==> src/rtl/line_clipper_pkg.sv <==
// line_clipper_pkg: shared point type, outcode bits, clip FSM states and outcode helper
package line_clipper_pkg;

    localparam int POINT_W = 16;

    typedef struct packed {
        logic signed [POINT_W-1:0] x;
        logic signed [POINT_W-1:0] y;
    } point2d_t;

    localparam logic [3:0] OC_INSIDE = 4'b0000;
    localparam logic [3:0] OC_LEFT   = 4'b0001;
    localparam logic [3:0] OC_RIGHT  = 4'b0010;
    localparam logic [3:0] OC_BOTTOM = 4'b0100;
    localparam logic [3:0] OC_TOP    = 4'b1000;

    typedef enum logic [2:0] {
        S_IDLE,
        S_TEST,
        S_CALC,
        S_DIV,
        S_UPDATE,
        S_DONE
    } clip_state_t;

    function automatic logic [3:0] outcode(input point2d_t p, input int xmin, input int xmax,
                                           input int ymin, input int ymax);
        return ((p.x < xmin) ? OC_LEFT : (p.x > xmax) ? OC_RIGHT : OC_INSIDE) |
               ((p.y < ymin) ? OC_BOTTOM : (p.y > ymax) ? OC_TOP : OC_INSIDE);
    endfunction

endpackage

==> src/rtl/line_clipper_divider.sv <==
// clip_divider: signed restoring divider, one quotient bit per cycle, truncating toward zero
module clip_divider #(
    parameter int W = 34
) (
    input  logic                clk,
    input  logic                rst,
    input  logic                start,
    input  logic signed [W-1:0] num,
    input  logic signed [W-1:0] den,
    output logic                done,
    output logic signed [W-1:0] quot
);

    localparam int CW = $clog2(W + 1);

    logic [W-1:0]  q;
    logic [W-1:0]  d;
    logic [W:0]    r;
    logic [W:0]    r2;
    logic [CW-1:0] cnt;
    logic          neg;
    logic          zero;
    logic          ge;

    // done marks the cycle the last bit is computed; quot is final from the next cycle on
    always_comb begin
        r2   = {r[W-1:0], q[W-1]};
        ge   = r2 >= {1'b0, d};
        done = cnt == CW'(1);
        quot = zero ? '0 : neg ? -$signed(q) : $signed(q);
    end

    // magnitudes are divided unsigned; the sign is reapplied on the way out
    always_ff @(posedge clk) begin
        if (rst) begin
            q    <= '0;
            d    <= '0;
            r    <= '0;
            cnt  <= '0;
            neg  <= 1'b0;
            zero <= 1'b0;
        end else if (start) begin
            q    <= num[W-1] ? -num : num;
            d    <= den[W-1] ? -den : den;
            r    <= '0;
            cnt  <= CW'(W);
            neg  <= num[W-1] ^ den[W-1];
            zero <= den == '0;
        end else if (cnt != '0) begin
            r    <= ge ? r2 - {1'b0, d} : r2;
            q    <= {q[W-2:0], ge};
            cnt  <= cnt - 1'b1;
        end
    end

endmodule

==> src/rtl/line_clipper.sv <==
// line_clipper: iterative Cohen-Sutherland clipper with valid/ready handshake
module line_clipper
    import line_clipper_pkg::*;
#(
    parameter int COORD_W  = POINT_W,
    parameter int XMIN     = 0,
    parameter int XMAX     = 640,
    parameter int YMIN     = 0,
    parameter int YMAX     = 480,
    parameter int MAX_ITER = 4
) (
    input  logic     clk,
    input  logic     rst,
    input  logic     in_valid,
    output logic     in_ready,
    input  point2d_t in_p0,
    input  point2d_t in_p1,
    output logic     out_valid,
    input  logic     out_ready,
    output point2d_t out_p0,
    output point2d_t out_p1,
    output logic     out_visible,
    output logic     busy
);

    localparam int DW = 2 * COORD_W + 2;
    localparam int IW = $clog2(MAX_ITER + 1);

    clip_state_t               state;
    clip_state_t               next;
    point2d_t                  p0;
    point2d_t                  p1;
    point2d_t                  np;
    logic                      vis;
    logic                      vis_n;
    logic [IW-1:0]             iter;
    logic [3:0]                c0;
    logic [3:0]                c1;
    logic [3:0]                c;
    logic                      mv1;
    logic                      vert;
    logic                      start;
    logic                      done;
    logic signed [COORD_W-1:0] e;
    logic signed [COORD_W-1:0] base;
    logic signed [COORD_W-1:0] nc;
    logic signed [COORD_W:0]   dx;
    logic signed [COORD_W:0]   dy;
    logic signed [COORD_W:0]   ed;
    logic signed [DW-1:0]      num;
    logic signed [DW-1:0]      den;
    logic signed [DW-1:0]      quot;

    // outcodes, edge selection and intersection operands; the line is always parametrised from p0
    always_comb begin
        c0   = outcode(p0, XMIN, XMAX, YMIN, YMAX);
        c1   = outcode(p1, XMIN, XMAX, YMIN, YMAX);
        mv1  = c0 == OC_INSIDE;
        c    = mv1 ? c1 : c0;
        vert = |(c & (OC_TOP | OC_BOTTOM));
        e    = |(c & OC_TOP)    ? COORD_W'(YMAX) :
               |(c & OC_BOTTOM) ? COORD_W'(YMIN) :
               |(c & OC_RIGHT)  ? COORD_W'(XMAX) : COORD_W'(XMIN);
        dx   = (COORD_W+1)'(p1.x) - (COORD_W+1)'(p0.x);
        dy   = (COORD_W+1)'(p1.y) - (COORD_W+1)'(p0.y);
        ed   = (COORD_W+1)'(e) - (COORD_W+1)'(vert ? p0.y : p0.x);
        num  = DW'(vert ? dx : dy) * DW'(ed);
        den  = DW'(vert ? dy : dx);
        base = vert ? p0.x : p0.y;
        nc   = base + quot[COORD_W-1:0];
        np   = vert ? '{x: nc, y: e} : '{x: e, y: nc};
    end

    // next-state, divider start and visibility decision
    always_comb begin
        next  = state;
        vis_n = vis;
        start = 1'b0;
        case (state)
            S_IDLE:   if (in_valid) begin
                next  = S_TEST;
                vis_n = 1'b0;
            end
            S_TEST: begin
                next  = ((c0 | c1) == OC_INSIDE || (c0 & c1) != OC_INSIDE || iter == IW'(MAX_ITER)) ? S_DONE : S_CALC;
                vis_n = (c0 | c1) == OC_INSIDE;
            end
            S_CALC: begin
                start = 1'b1;
                next  = S_DIV;
            end
            S_DIV:    next = done ? S_UPDATE : S_DIV;
            S_UPDATE: next = S_TEST;
            S_DONE:   next = out_ready ? S_IDLE : S_DONE;
            default:  next = S_IDLE;
        endcase
    end

    // state, endpoint and iteration registers
    always_ff @(posedge clk) begin
        if (rst) begin
            state <= S_IDLE;
            p0    <= '0;
            p1    <= '0;
            vis   <= 1'b0;
            iter  <= '0;
        end else begin
            state <= next;
            vis   <= vis_n;
            if (state == S_IDLE && in_valid) begin
                p0   <= in_p0;
                p1   <= in_p1;
                iter <= '0;
            end
            if (state == S_UPDATE) begin
                if (mv1) p1 <= np;
                else p0 <= np;
                iter <= iter + 1'b1;
            end
        end
    end

    clip_divider #(.W(DW)) u_div (
        .clk   (clk),
        .rst   (rst),
        .start (start),
        .num   (num),
        .den   (den),
        .done  (done),
        .quot  (quot)
    );

    assign in_ready    = state == S_IDLE;
    assign out_valid   = state == S_DONE;
    assign busy        = state != S_IDLE;
    assign out_p0      = p0;
    assign out_p1      = p1;
    assign out_visible = vis;

endmodule
==> config.mk <==
export PLATFORM = sky130hd
export DESIGN_NAME = line_clipper
export DESIGN_NICKNAME = d
export VERILOG_FILES = /design/src/rtl/line_clipper_pkg.sv /design/src/rtl/line_clipper_divider.sv /design/src/rtl/line_clipper.sv
export SDC_FILE = /design/constraint.sdc
export NUM_CORES = 2
export LEC_CHECK = 0
export ABC_AREA = 1
export CAP_MARGIN = 40
export CORE_UTILIZATION = 60
export CTS_CLUSTER_DIAMETER = 150
export DETAILED_ROUTE_END_ITERATION = 12
export DONT_BUFFER_PORTS = 1
export GPL_TIMING_DRIVEN = 1
export PLACE_DENSITY = 0.74
export SETUP_SLACK_MARGIN = 0.02
export SKIP_CTS_REPAIR_TIMING = 1
export SYNTH_ARGS = -nofsm -noshare
export SYNTH_HDL_FRONTEND = slang
export SYNTH_SLANG_ARGS = --single-unit
export TNS_END_PERCENT = 30
==> constraint.sdc <==
create_clock -name clk -period 14.3 [get_ports clk]
set_input_delay 2.86 -clock clk [delete_from_list [all_inputs] [get_ports clk]]
set_output_delay 2.86 -clock clk [all_outputs]
set_load 0.02 [all_outputs]
==> results.sh <==
export IMPL_cts_sinks=181
export IMPL_critPathCaptureType="flip-flop"
export IMPL_worstPathArrival_ps=12370
export IMPL_slew_violations=0
export IMPL_cp_endpoint="u_div.q[17]"
export IMPL_drcViolationCount=0
export IMPL_cts_made_buffers=17
export IMPL_grt_usage=0.3936
export IMPL_async_flop_share=0
export IMPL_htreeDepth=4
export IMPL_drt_wl_total_um=88800
export IMPL_drt_iter0_drc=2784
export IMPL_fin_setup_tns_ps=0
export IMPL_path_buf_inv=9
export IMPL_grt_ovfl_total=0
export IMPL_antenna_found_initial=0
export IMPL_period_needed_ps=11990
export IMPL_synth_area_per_cell_um2=6.712
export IMPL_synth_common_cells="887 x nand2_1, 817 x inv_1, 398 x nor2_1"
export IMPL_port_buffer_count=0
export IMPL_synth_seq_cells=181
export IMPL_reg2reg_slack_ps=2310
export IMPL_grt_pass1_vias=25610
export IMPL_drt_pass1_iter_count=9
export IMPL_crit_start="out_p0[25]"
export IMPL_synth_top_area_cell="fa_1"
export IMPL_yosys_warnings=0
export IMPL_fmax_mhz=83.39
export IMPL_place_hpwl_um=72650
export IMPL_critical_path_slowest_cell="fa_1"
export IMPL_wl_met2_um=39880
export IMPL_netlist_area_um2=27410
export IMPL_multi_input_area_um2=20040
export IMPL_fillCellCount=4211
export IMPL_netlist_area_leader_share=0.2191
export IMPL_rows=77
export IMPL_regToRegStartpoint="out_p0[25]"
export IMPL_crit_type="reg -> reg"
export IMPL_final_antenna_net_count=0
export IMPL_grt_pass1_wl_um=141900
export IMPL_holdPathStages=2
export IMPL_seq_area_frac_synth=0.1322
export IMPL_clock_latency_ps=480
export IMPL_wire_per_inst_um=19.27
export IMPL_pre_cts_slack_ps=2550
export IMPL_die_x_um=215.7
export IMPL_worst_pin_slew_ps=952.1
export IMPL_ff_latch_area_um2=3623
export IMPL_critPathTopFamily="adder cells"
export IMPL_gp_congestion=1.033
export IMPL_yosysUniqueCellTypes=60
export IMPL_finalCritPeriodShare=0.8386
export IMPL_nets=4551
export IMPL_post_route_util=0.6380
export IMPL_routed_via_density=5.738
export IMPL_root_buffer="clkbuf_16"
export IMPL_die_area_um2=46540
export IMPL_setup_violations=0
export IMPL_path_max_fanout=52
export IMPL_synth_ff_type="dfxtp_1"
export IMPL_required_ps=14680
export IMPL_area_growth_synth_to_final_pct=3.830
export IMPL_cp_start_kind="flip-flop"
export IMPL_worstSetupPathDepth=41
export IMPL_highest_layer="met4"
export IMPL_r2r_end="u_div.q[17]"
export IMPL_synth_area_leaders="fa_1 22%, dfxtp_1 13%, nand2_1 12%"
export IMPL_clk_pin_slew_ps=80
export IMPL_synth_edf_count=0
export IMPL_synthCells=4084
export IMPL_clockBufferDepth=2
export IMPL_fin_skew_ps=13.43
export IMPL_vias=26440
export IMPL_hp_class="reg -> reg"
export IMPL_max_slew_margin_rel=0.3572
export IMPL_initial_core_util=0.6145
export IMPL_ioPinCount=136
export IMPL_final_hold_viol_count=0
export IMPL_placed_cells=4574
export IMPL_grt_setup_unrepaired="false"
export IMPL_status="finished clean"
export IMPL_worst_slack_ps=2308
export IMPL_cap_viol_max_count=0
export IMPL_design_core_area_um2=44610
export IMPL_grt_max_degree=86
export IMPL_synth_nets=4634
export IMPL_drt_met1_wl_um=35830
export IMPL_layoutNonFillerInstCount=4607
export IMPL_synth_most_common_cell="nand2_1"
export IMPL_final_layout_size_suffix_gt1_frac=0.03662
export IMPL_cpPeakStageDelay_ps=1000
export IMPL_die_y_um=215.7
export IMPL_reg2reg_depth=41
export IMPL_cts_tree="yes"
export IMPL_wl_met3_um=8060
-- per-stage QoR --
step | hold WS [ps] | area [µm²]
detailed placement | 436.1 | 27840
CTS | 445.5 | 28460
finish | 443.1 | 28460
global route | 473.5 | 28460
floorplan | 419.7 | 27410
global placement | 433.4 | 27750
-- per-layer routing --
layer / vias up / global-route usage
met5: - / 0
met4: 0 / 0.1962
met3: 288 / 0.06934
met2: 1296 / 0.6292
met1: 12260 / 0.5130
li1: 12590 / -
-- cell type report --
class	count	area share
diodes	1	0.00008793
repair buffers	31	0.009496
inverters	843	0.1112
flip-flops and latches	181	0.1273
clock buffers	19	0.01521
clock inverters	13	0.006595
well taps	592	0.02603
multi-input cells	2927	0.7041
-- tightest hold or removal path: cells and delay by family, from the launching register on --
kind	cells	cell delay, ps
DFF	1	300
buffers and inverters	1	60
and+or+nand+nor	1	40
-- registers in the layout (all words and copies together) (netlist names) --
register and flops:
out_visible 1, out_p0 32, state 3, iter 3, u_div.r 34, u_div.neg 1, u_div.q 34, u_div.zero 1
u_div.d 34, out_p1 32, u_div.cnt 6
-- cells in the final DEF, fill, tap and decap left out, drive strengths merged, types with 19 or more instances in the layout --
cell type	n
xnor2	36
nand3	270
nor3	35
o211ai	26
nor2	418
buf	31
clkbuf	19
o22ai	28
a221oi	23
nand2	900
nand4	37
a21oi	264
ha	182
dfxtp	181
fa	300
o21ai	234
xor2	70
inv	844
-- cell families (layout without fill, tap and decap cells) --
family	Yosys count	count (layout)	share of synthesized area
AOI/OAI and AO/OA	638	638	0.1318
xor gates and xnor gates	106	106	0.03414
adders and majority gates	482	482	0.3022
buffers and inverters	976	906	0.1376
DFF	181	181	0.1322
other	0	1	0
and+or+nand+nor	1701	1701	0.2621
-- how the worst min path moves through the flow --
stage / startpoint / end / slack, ps
2_1_floorplan: u_div.d[17] / u_div.d[17] / 420
3_3_place_gp: u_div.d[27] / u_div.d[27] / 430
3_5_place_dp: u_div.d[27] / u_div.d[27] / 440
4_1_cts: u_div.d[27] / u_div.d[27] / 450
5_1_grt: u_div.d[27] / u_div.d[27] / 470
6_report: u_div.d[27] / u_div.d[27] / 440
Power is left out: the tool's default activity adds up to more than one toggle a clock period on the data nets, which glitch-free logic cannot reach.
